--- src/rtl/stream_wm_pkg.sv ---
// stream_wm_pkg: shared state encoding and sizing helpers for the stream write master
package stream_wm_pkg;
  typedef enum logic [1:0] {IDLE, RUN, DONE} state_e;
  function automatic int bytes_per_word(input int data_w);
    return data_w / 8;
  endfunction
  function automatic int ptr_w(input int depth);
    return $clog2(depth);
  endfunction
endpackage

--- src/rtl/sync_fifo.sv ---
// sync_fifo: show-ahead FIFO; a push into a full FIFO succeeds when a pop frees a slot the same cycle
module sync_fifo
  import stream_wm_pkg::*;
#(
  parameter int DATA_W = 16,
  parameter int DEPTH = 16,
  localparam int PW = ptr_w(DEPTH),
  localparam int CW = PW + 1
) (
  input  logic              clk,
  input  logic              rst,
  input  logic              push,
  input  logic              pop,
  input  logic [DATA_W-1:0] wdata,
  output logic [DATA_W-1:0] rdata,
  output logic              full,
  output logic [CW-1:0]     count
);
  logic [DATA_W-1:0] mem_q [DEPTH];
  logic [PW-1:0] wr_q, wr_d, rd_q, rd_d;
  logic [CW-1:0] cnt_q, cnt_d;
  logic do_push, do_pop;
  assign full  = cnt_q == CW'(DEPTH);
  assign rdata = mem_q[rd_q];
  assign count = cnt_q;
  always_comb begin
    do_pop  = pop && cnt_q != '0;
    do_push = push && (!full || do_pop);
    wr_d    = wr_q + PW'(do_push);
    rd_d    = rd_q + PW'(do_pop);
    cnt_d   = cnt_q + CW'(do_push) - CW'(do_pop);
  end
  always_ff @(posedge clk) begin
    if (rst) begin
      wr_q  <= '0;
      rd_q  <= '0;
      cnt_q <= '0;
    end else begin
      wr_q  <= wr_d;
      rd_q  <= rd_d;
      cnt_q <= cnt_d;
    end
  end
  always_ff @(posedge clk)
    if (do_push) mem_q[wr_q] <= wdata;
endmodule

--- src/rtl/stream_write_master.sv ---
// stream_write_master: buffers a backpressure-free sample stream and writes it to consecutive Avalon-MM words
module stream_write_master
  import stream_wm_pkg::*;
#(
  parameter int DATA_W = 16,
  parameter int ADDR_W = 32,
  parameter int LEN_W = 16,
  parameter int FIFO_DEPTH = 16
) (
  input  logic                clk_clk,
  input  logic                reset_reset,
  input  logic                ctrl_start,
  input  logic [ADDR_W-1:0]   ctrl_base_addr,
  input  logic [LEN_W-1:0]    ctrl_length,
  output logic                ctrl_busy,
  output logic                ctrl_done,
  output logic                ctrl_overflow,
  input  logic [DATA_W-1:0]   d_in,
  input  logic                v,
  output logic [ADDR_W-1:0]   avm_address,
  output logic                avm_write,
  output logic [DATA_W-1:0]   avm_writedata,
  output logic [DATA_W/8-1:0] avm_byteenable,
  input  logic                avm_waitrequest
);
  localparam int BYTES_PER_WORD = bytes_per_word(DATA_W);
  localparam int CW = ptr_w(FIFO_DEPTH) + 1;
  state_e state_q, state_d;
  logic [ADDR_W-1:0] addr_q, addr_d;
  logic [LEN_W-1:0] len_q, len_d, acc_q, acc_d, wcnt_q, wcnt_d;
  logic ovf_q, ovf_d, wr_q, wr_d;
  logic want, push, pop, start, fifo_full;
  logic [DATA_W-1:0] fifo_head;
  logic [CW-1:0] fifo_count;
  sync_fifo #(.DATA_W(DATA_W), .DEPTH(FIFO_DEPTH)) u_fifo (
    .clk(clk_clk),
    .rst(reset_reset),
    .push(push),
    .pop(pop),
    .wdata(d_in),
    .rdata(fifo_head),
    .full(fifo_full),
    .count(fifo_count)
  );
  // write is requested only for data already buffered, giving one cycle of latency from accept
  always_comb begin
    pop     = wr_q && !avm_waitrequest;
    want    = v && state_q == RUN && acc_q < len_q;
    push    = want && (!fifo_full || pop);
    start   = ctrl_start && state_q == IDLE;
    addr_d  = start ? ctrl_base_addr : pop ? addr_q + ADDR_W'(BYTES_PER_WORD) : addr_q;
    len_d   = start ? ctrl_length : len_q;
    acc_d   = start ? '0 : acc_q + LEN_W'(push);
    wcnt_d  = start ? '0 : wcnt_q + LEN_W'(pop);
    ovf_d   = !start && (ovf_q || (want && !push));
    state_d = start ? (ctrl_length == '0 ? DONE : RUN)
            : state_q == RUN && wcnt_d == len_q ? DONE
            : state_q == DONE ? IDLE : state_q;
    wr_d    = state_d == RUN && fifo_count != CW'(pop);
  end
  always_ff @(posedge clk_clk) begin
    if (reset_reset) begin
      state_q <= IDLE;
      addr_q  <= '0;
      len_q   <= '0;
      acc_q   <= '0;
      wcnt_q  <= '0;
      ovf_q   <= 1'b0;
      wr_q    <= 1'b0;
    end else begin
      state_q <= state_d;
      addr_q  <= addr_d;
      len_q   <= len_d;
      acc_q   <= acc_d;
      wcnt_q  <= wcnt_d;
      ovf_q   <= ovf_d;
      wr_q    <= wr_d;
    end
  end
  assign ctrl_busy      = state_q == RUN;
  assign ctrl_done      = state_q == DONE;
  assign ctrl_overflow  = ovf_q;
  assign avm_write      = wr_q;
  assign avm_address    = addr_q;
  assign avm_writedata  = wr_q ? fifo_head : '0;
  assign avm_byteenable = '1;
endmodule

--- config.mk ---
export PLATFORM = sky130hd
export DESIGN_NAME = stream_write_master
export DESIGN_NICKNAME = d
export VERILOG_FILES = /design/src/rtl/stream_wm_pkg.sv /design/src/rtl/sync_fifo.sv /design/src/rtl/stream_write_master.sv
export SDC_FILE = /design/constraint.sdc
export NUM_CORES = 1
export LEC_CHECK = 0
export BUFFER_PORTS_ARGS = -buffer_cell sky130_fd_sc_hd__buf_2
export CORE_MARGIN = 2
export CORE_UTILIZATION = 51
export CTS_CLUSTER_SIZE = 28
export DETAILED_ROUTE_END_ITERATION = 16
export GPL_TIMING_DRIVEN = 0
export PLACE_DENSITY_LB_ADDON = 0.08
export SLEW_MARGIN = 25
export SYNTH_ARGS = -nofsm -noshare
export SYNTH_HDL_FRONTEND = slang
export SYNTH_SLANG_ARGS = --single-unit
--- constraint.sdc ---
create_clock -name clk_clk -period 4.69 [get_ports clk_clk]
set_clock_uncertainty 0.15 [all_clocks]
set_input_delay 0.938 -clock clk_clk [delete_from_list [all_inputs] [get_ports clk_clk]]
set_output_delay 0.938 -clock clk_clk [all_outputs]
set_load 0.1 [all_outputs]
==> results of run 1 <==
final cells by class:
| cell class | count | share of cell area [%] |
|---|---|---|
| sequential | 353 | 53.6 |
| multi-input combinational | 620 | 29.7 |
| clock buffer | 47 | 5.60 |
| timing repair buffer | 160 | 5.29 |
| tap | 390 | 2.72 |
| buffer | 53 | 1.27 |
| clock inverter | 20 | 1.11 |
| inverter | 35 | 0.731 |
| antenna | 1 | 0.0139 |
power breakdown:
group          leakage, nW  internal (mW)  switching (mW)
clock network        0.578           1.70            1.20
registers             3.10           3.42          0.0845
logic                 2.53          0.392           0.901
total                 6.21           5.51            2.18
worst max-delay path, delay by kind of cell (launching register included):
family	cells	cell delay, ns
AND/OR/NAND/NOR	1	0.19
flip-flops	1	0.34
multiplexers	2	0.90
buffers and inverters	3	1.50
state kept, by name, summed over array words and instances (netlist names):
| name | cells |
|---|---|
| u_fifo.wr_q | 4 |
| avm_write | 1 |
| avm_address | 32 |
| len_q | 16 |
| acc_q | 16 |
| wcnt_q | 16 |
| u_fifo.mem_q | 256 |
| ctrl_overflow | 1 |
| state_q | 2 |
| u_fifo.rd_q | 4 |
| u_fifo.count | 5 |
how the worst min path moves through the flow:
stage | startpoint | endpoint | slack (ns) | depth (start not counted)
global route | avm_address[0] | avm_address[0] | 0.35 | 2
detailed placement | avm_address[0] | avm_address[0] | 0.30 | 2
global placement | avm_address[0] | avm_address[0] | 0.29 | 2
finish | avm_address[0] | avm_address[0] | 0.31 | 2
CTS | avm_address[0] | avm_address[0] | 0.31 | 2
floorplan | len_q[13] | len_q[13] | 0.30 | 2
logic make-up (layout without fill, tap and decap cells):
group	Yosys count	after routing
flip-flops	353	353
AND/OR/NAND/NOR	329	329
other	1	3
multiplexers	82	82
buffers and inverters	88	315
adder cells (fa/ha/maj)	32	32
AO/OA/AOI/OAI	114	114
XOR/XNOR	61	61
synthesized netlist by cell type, types with 4 or more instances:
library cell | count | share of area [%]
buf_1 | 10 | 0.25
o21ai_0 | 23 | 0.76
nand2_1 | 74 | 1.8
nor4_1 | 12 | 0.49
buf_2 | 10 | 0.33
ha_1 | 31 | 2.5
a211oi_1 | 29 | 1.4
nor3_1 | 26 | 0.85
inv_1 | 35 | 0.86
nor2b_1 | 12 | 0.49
xnor2_1 | 29 | 1.7
a21oi_1 | 32 | 1.1
nand3_1 | 34 | 1.1
or3_1 | 15 | 0.62
and3_1 | 9 | 0.37
clkbuf_1 | 29 | 0.72
edfxtp_1 | 256 | 51
a311oi_1 | 5 | 0.29
and4_1 | 4 | 0.23
xor2_1 | 30 | 1.7
mux4_2 | 80 | 12
a21o_1 | 7 | 0.35
and2_1 | 25 | 1.0
nand4_1 | 11 | 0.45
nor2_1 | 85 | 2.1
dfxtp_1 | 97 | 13
metal layers:
layer	up-vias	wire, um	GRT usage (%)
li1	4426	-	-
met1	4633	15300	31.1
met2	274	17000	38.4
met3	66	1720	3.78
met4	0	862	6.44
met5	-	0	0
stage by stage:
step | power, mW | util, % | instances | setup slack, ns
after floorplan | 4.55 | - | 1061 | 0.289
after global placement | 4.84 | 55.3 | 1571 | -0.873
after detailed placement | 4.87 | 56.8 | 1611 | 0.323
after CTS | 7.77 | 60.9 | 1678 | 0.0441
after global routing | 7.98 | 60.9 | 1678 | 0.00890
final | 7.69 | 60.9 | 1679 | 0.150
==> impl_results.md, run 1 <==
* Status: completed
* Final hold vios at 0
* Fillcell total at 2352
* Main combinational cell family by area after synthesis: multiplexers
* Routed via count at 9399
* Area of the multi-input gates at 0.00533 mm2
* Avg WL per Cell at 20.8 um
* FP Rows at 63
* # Max-Cap Violations at 0
* Post-cts sizing count at 0
* Period utilization at 96.8%
* Slowest-stage cell, CP: clkbuf_1
* Clock transition at path regs at 0.06 ns
* Die area at 0.0312 mm2
* Fmax at 220 MHz
* Xor and xnor area share after synthesis at 3.69%
* First-pass GRT wire length at 54200 um
* VDD IR-drop max at 392 uV
* Worst skew pair latency at 0.52 ns
* Lkg Pwr at 6.21 nW
* CP Launch Type: flop
* Crit-path max cell delay at 0.71 ns
* Chip height at 177 um
* Multiplexer area fraction after synthesis at 12.0%
* Warnings, synthesis at 0
* Initial core utilization at 51.6%
* IO Count at 123
* Reg2Reg Setup Slack at 0.44 ns
* Wirelength, routed at 34900 um
* Crit end category: output pin
* Synth Instances at 1060
* Largest net degree at the start of global routing at 17
* Setup TNS at 0 ns
* Relative slew slack at 40.3%
* EDFF count, synth at 256
* Post-CTS Setup Inserts at 0
* Reg2Reg Launch Point: len_q[9]
* Worst Tran Pin Value at 0.895 ns
* Final nets at 1362
* Pwr/cell area at 428 mW/mm2
* CP startpoint: u_fifo.rd_q[1]
* Final instance area at 0.0180 mm2
* Via density at 5.60
* Root Buffer: clkbuf_16
* R2R cell count at 18
* Simple-gate portion of the synthesized area at 11.0%
* Most frequent cells in the layout: edfxtp_1, buf_2, dfxtp_1
* WP data required at 3.60 ns
* CP Max Fanout at 10
* Sequential area share after synthesis at 63.3%
* Adder-cell share of the synthesized area at 2.68%
* Area grow syn2layout at 18.0%
* Overflow after GRT at 0
* First-pass iteration count of the detailed router at 7
* CTS max path bufs at 3
* DRC at 0
* Synth unique cells at 62
* FF/Latch Area at 0.00963 mm2
* Initial drt markers at 624
* Final Max Slew Viols at 0
* Synth Area in Compound Gates at 5.00%
* Crit path DAT at 3.45 ns
* DIE WIDTH at 177 um
* Port-buffer cells at 120
* Post-synth top flop: edfxtp_1
* Worst hold path class: reg -> reg
* Syn avg cell area at 14.4 um2
* Final hold slack at 0.310 ns
* Fraction of layout cells with a size suffix above 1 at 26.4%
* Worst r2r dst: acc_q[14]
* CP Capture Point: avm_writedata[14]
* Overall Global Routing Usage at 22.9%
* Vias in the first global route at 9491
* Most common cell after layout, fill and taps aside: edfxtp_1
* Gp weighted congestion at 0.812
* Worst Path Class, Setup: reg -> out
* CTS H-Tree Depth at 2
* Total CTS buffers at 38
* # hold bufs at CTS at 0
* Core area at 0.0295 mm2
* Worst path cell trace: clkbuf_1 > clkbuf_1 > mux4_2 > mux4_2 > and2_1 > buf_2
* Async set-reset flop share out of synthesis at 0%
* RSZ-0062 raised after global routing: false
* Initial antenna violation count at 1
* Synthesized cell area at 0.0152 mm2
* CTS tree: built
* Fin crit period at 4.54 ns
* # setup viols final at 0
* Synth Register Bits at 353
* Area after DPL at 0.0168 mm2
* Clock Sink Count at 353
* Final HPWL DP at 24700 um
* Routed Antenna Nets at 0
Note: power is estimated with default switching activity, not from simulation.
==> inputs of run 2 (changes only) <==
--- a/config.mk
+++ b/config.mk
@@ -5,6 +5,7 @@
 export SDC_FILE = /design/constraint.sdc
 export NUM_CORES = 1
 export LEC_CHECK = 0
+export ABC_AREA = 1
 export BUFFER_PORTS_ARGS = -buffer_cell sky130_fd_sc_hd__buf_2
 export CORE_MARGIN = 2
 export CORE_UTILIZATION = 51
==> impl_results.md, run 2 <==
* Status: completed
* Synth Register Bits at 353
* CP Launch Type: flop
* Count leader, synth: edfxtp_1
* Sequential area share after synthesis at 61.3%
* CTS max path bufs at 3
* DIE WIDTH at 180 um
* Period utilization at 96.6%
* Pwr/cell area at 423 mW/mm2
* Simple-gate portion of the synthesized area at 15.2%
* RSZ-0062 raised after global routing: false
* Comb power frac at 17.6%
* Final hold slack at 0.303 ns
* Synthesized cell area at 0.0157 mm2
* Largest net degree at the start of global routing at 17
* Avg WL per Cell at 21.5 um
* Sequential share of power at 44.7%
* Design internal power at 5.41 mW
* Die area at 0.0322 mm2
* Initial antenna violation count at 0
* Post-CTS Setup Inserts at 0
* Worst Path Class, Setup: reg -> out
* Sw Pwr at 2.39 mW
* Wirelength, routed at 45900 um
* Worst hold path class: reg -> reg
* Async set-reset flop share out of synthesis at 0%
* Post-synth top cells: edfxtp_1, nor2_1, o21ai_0
* Final instance area at 0.0184 mm2
* Worst skew pair latency at 0.53 ns
* Final hold vios at 0
* Fraction of layout cells with a size suffix above 1 at 17.6%
* CTS H-Tree Depth at 2
* # Max-Cap Violations at 0
* Worst Tran Pin Value at 0.892 ns
* WP data required at 3.60 ns
* # diodes at 0
* Lkg Pwr at 6.80 nW
* Post-synth top flop: edfxtp_1
* Final Total Pwr at 7.80 mW
* Fin crit period at 4.53 ns
* Via density at 5.77
* CTS tree: built
* First-pass GRT wire length at 69900 um
* Adder-cell share of the synthesized area at 2.60%
* Multiplexer area fraction after synthesis at 0%
* Area share of the largest cell type after synthesis at 48.9%
* Gp weighted congestion at 0.852
* Warnings, synthesis at 0
* Chip height at 180 um
* Relative slew slack at 40.5%
* Initial core utilization at 51.6%
* Worst path cell trace: buf_2 > inv_1 > clkbuf_1 > clkbuf_1 > nor2_1 > o221ai_1 > o211ai_1 > a21oi_1 > buf_2
* Leading area contributor after synthesis: edfxtp_1
* Syn avg cell area at 10.4 um2
* Largest cells by area after synthesis: edfxtp_1, dfxtp_1, o21ai_0, nor2_1, nand2_1
* Most common cell after layout, fill and taps aside: edfxtp_1
* Total CTS buffers at 38
* Overflow after GRT at 0
* # hold bufs at CTS at 0
* Final HPWL DP at 32300 um
* Fmax at 221 MHz
* First-pass iteration count of the detailed router at 6
* Clock Sink Count at 353
* # setup viols final at 0
* CP Max Fanout at 10
* Overall Global Routing Usage at 28.2%
* Slowest-stage cell, CP: clkbuf_1
* Vias in the first global route at 11900
* Port-buffer cells at 119
* EDFF count, synth at 256
* Initial drt markers at 1205
* IO Count at 123
* Final nets at 1805
* Core area at 0.0304 mm2
* Switching share of power at 30.6%
* Routed via count at 12300
* Most flops, register: u_fifo.mem_q
* Clock transition at path regs at 0.06 ns
* Area grow syn2layout at 17.4%
* Crit-path max cell delay at 0.61 ns
* Crit path DAT at 3.44 ns
* Xor and xnor area share after synthesis at 1.23%
* Synth Instances at 1508
* Synth Area in Compound Gates at 14.6%
* Clock power frac at 37.7%
* Crit end category: output pin
* Main combinational cell family by area after synthesis: simple AND/OR/NAND/NOR gates
* Final Max Slew Viols at 0
* Max FFs per register at 256
* Area after DPL at 0.0172 mm2
* Root Buffer: clkbuf_16
* Post-cts sizing count at 1
* FP Rows at 64
* Most frequent cells in the layout: edfxtp_1, nor2_1, o21ai_0
* Synth unique cells at 54
* Routed Antenna Nets at 0
* VDD IR-drop max at 283 uV
* DRC at 0
-- run 2: power by group through the flow --
stage	Combinational [mW]	Clock (mW)	Sequential, mW
floorplan	0.737	0	3.77
global placement	1.32	0	3.55
detailed placement	1.35	0	3.55
CTS	1.36	2.99	3.49
global route	1.47	3.11	3.50
finish	1.37	2.94	3.49
-- run 2: final cells by class --
type / instances / area (um2)
flip-flops and latches: 353 / 9630
plain buffers: 80 / 375
well taps: 396 / 495
repair buffers: 156 / 911
multi-input cells: 962 / 5380
clock buffers: 47 / 1030
inverters: 113 / 424
fillers: 2567 / 12000
clock inverters: 23 / 206
-- run 2: layer usage --
metal	share of wire [%]	GRT usage (%)	vias to the layer above	wire (um)
li1	-	-	5807	-
met1	41	36.8	5863	18900
met2	48	47.5	515	21900
met3	7.4	4.07	101	3390
met4	3.6	11.3	0	1650
met5	0	0	-	0
-- run 2: path summary, 6_finish.rpt --
path	cells after the start	endpoint	start	slack [ns]
max	9	avm_writedata[13]	u_fifo.rd_q[0]	0.16
min	2	ctrl_overflow	ctrl_overflow	0.30
max reg2reg	26	acc_q[14]	len_q[1]	0.53
min reg2reg	2	ctrl_overflow	ctrl_overflow	0.30
-- run 2: metrics by stage --
step	utilization, %	instances	setup TNS [ns]	worst slack (ns)
final	60.6	2130	0	0.159
after global routing	60.6	2130	0	0.0337
after CTS	60.6	2131	0	0.0136
after detailed placement	56.5	2061	0	0.0537
after global placement	55.2	2024	-97.69	-0.834
after floorplan	-	1509	0	0.527
-- run 2: logic make-up (layout without fill, tap and decap cells) --
group | Yosys count | after routing
XOR/XNOR | 22 | 22
AND/OR/NAND/NOR | 519 | 519
flip-flops | 353 | 353
adder cells (fa/ha/maj) | 32 | 32
buffers and inverters | 194 | 419
other | 1 | 2
AO/OA/AOI/OAI | 387 | 387
-- run 2: worst max-delay path, delay by kind of cell, from the launching register on --
family	cells	cell delay, ns
AOI/OAI and AO/OA	3	0.63
buffers and inverters	5	1.85
DFF	1	0.34
and+or+nand+nor	1	0.09
==> inputs of run 3 (changes only) <==
--- a/config.mk
+++ b/config.mk
@@ -12,7 +12,7 @@
 export CTS_CLUSTER_SIZE = 28
 export DETAILED_ROUTE_END_ITERATION = 16
 export GPL_TIMING_DRIVEN = 0
-export PLACE_DENSITY_LB_ADDON = 0.08
+export PLACE_DENSITY = 0.69
 export SLEW_MARGIN = 25
 export SYNTH_ARGS = -nofsm -noshare
 export SYNTH_HDL_FRONTEND = slang
==> impl_results.md, run 3 (synthesis results as in run 2) <==
* Status: completed
* Area after DPL at 0.0172 mm2
* Sequential share of power at 44.7%
* Port-buffer cells at 119
* Clock power frac at 37.7%
* Wirelength, routed at 44800 um
* VDD IR-drop max at 309 uV
* CTS H-Tree Depth at 2
* Worst Path Class, Setup: reg -> out
* DRC at 0
* Die area at 0.0322 mm2
* Worst skew pair latency at 0.54 ns
* Switching share of power at 30.3%
* Crit path DAT at 3.53 ns
* Initial antenna violation count at 0
* Total CTS buffers at 38
* Max FFs per register at 256
* CP Max Fanout at 10
* Root Buffer: clkbuf_16
* Most common cell after layout, fill and taps aside: edfxtp_1
* Overflow after GRT at 0
* Via density at 5.89
* # setup viols final at 0
* Largest net degree at the start of global routing at 17
* Vias in the first global route at 12200
* Sw Pwr at 2.36 mW
* Comb power frac at 17.6%
* Fin crit period at 4.62 ns
* Crit end category: output pin
* Final instance area at 0.0184 mm2
* Area grow syn2layout at 17.2%
* Period utilization at 98.4%
* Chip height at 180 um
* Clock Sink Count at 353
* Gp weighted congestion at 0.868
* Avg WL per Cell at 21.1 um
* Worst hold path class: reg -> reg
* Final nets at 1802
* Final setup margin at 0.0735 ns
* RSZ-0062 raised after global routing: false
* Most frequent cells in the layout: edfxtp_1, nor2_1, o21ai_0
* Fraction of layout cells with a size suffix above 1 at 16.6%
* DIE WIDTH at 180 um
* CP Launch Type: flop
* Final hold vios at 0
* Hold Startpoint: ctrl_overflow
* Pre-CTS setup slack at -0.000424 ns
* FP Rows at 64
* CTS max path bufs at 3
* WP data required at 3.60 ns
* Lkg Pwr at 6.75 nW
* Core area at 0.0304 mm2
* Relative slew slack at 39.7%
* Setup TNS at 0 ns
* IO Count at 123
* First-pass GRT wire length at 69000 um
* CP startpoint: u_fifo.rd_q[0]
* # Max-Cap Violations at 0
* Clock transition at path regs at 0.06 ns
* Pwr/cell area at 423 mW/mm2
* Initial core utilization at 51.6%
* Worst Tran Pin Value at 0.905 ns
* Routed via count at 12500
* Overall Global Routing Usage at 27.6%
* CTS tree: built
* Initial drt markers at 1380
* Final Total Pwr at 7.79 mW
* Fmax at 217 MHz
* Final Max Slew Viols at 0
* Final HPWL DP at 31400 um
* Most flops, register: u_fifo.mem_q
* Reg2Reg Launch Point: avm_write
* Util after Layout at 60.5%
* First-pass iteration count of the detailed router at 9
* Design internal power at 5.43 mW
* Routed Antenna Nets at 0
-- run 3: cell count changes in the layout (fill, tap and decap cells not counted), sizes merged --
| cell | change |
|---|---|
| clkinv | -7 |
| clkinvlp | -2 |
| clkbuf | +6 |
| diode | +1 |
| bufinv | +1 |
| buf | -4 |
-- run 3: routing by layer --
metal	GRT usage [%]	vias to the layer above	share of wire, %
met5	0	-	0
met3	5.47	135	9.7
met1	36.1	5864	39
met4	13.1	0	4.5
met2	44.6	716	47
li1	-	5797	-
-- run 3: final cells by class --
cell class,count,area (um2)
antenna,1,2.50
buffer,81,377
clock buffer,52,1020
clock inverter,15,178
fill,2514,12000
inverter,113,424
multi-input combinational,962,5380
sequential,353,9630
tap,396,495
timing repair buffer,152,907
-- run 3: timing repair --
item                       in CTS  in global routing
setup buffers                   0                  0
hold buffers                    0                  0
resized for setup               1                  6
cloned                          0                  0
setup endpoints to repair       1                  3
-- run 3: worst max-delay path: stages, from the launching register on --
cell,delay (ns)
dfxtp_1,0.41
buf_2,0.22
clkbuf_1,0.44
clkbuf_1,0.63
nor2_1,0.13
o221ai_1,0.34
nand3_1,0.11
a21oi_1,0.22
buf_2,0.48
-- run 3: power by group through the flow --
stage	clock network (mW)	registers (mW)	logic [mW]
after floorplan	0	3.77	0.737
after global placement	0	3.55	1.31
after detailed placement	0	3.55	1.35
after CTS	2.96	3.49	1.35
after global routing	3.09	3.50	1.47
final	2.93	3.49	1.37
-- run 3: final timing paths --
| check | cells past startpoint | endpoint | slack, ns |
|---|---|---|---|
| worst max-delay path | 8 | avm_writedata[0] | 0.07 |
| worst min-delay path | 2 | ctrl_overflow | 0.31 |
| worst max register to register | 22 | acc_q[14] | 0.45 |
| worst min register to register | 2 | ctrl_overflow | 0.31 |
-- run 3: through the flow --
stage               hold slack (ns)  instances
detailed placement            0.308       2057
floorplan                     0.298       1509
global placement              0.287       2024
global route                  0.334       2124
finish                        0.313       2125
CTS                           0.318       2124
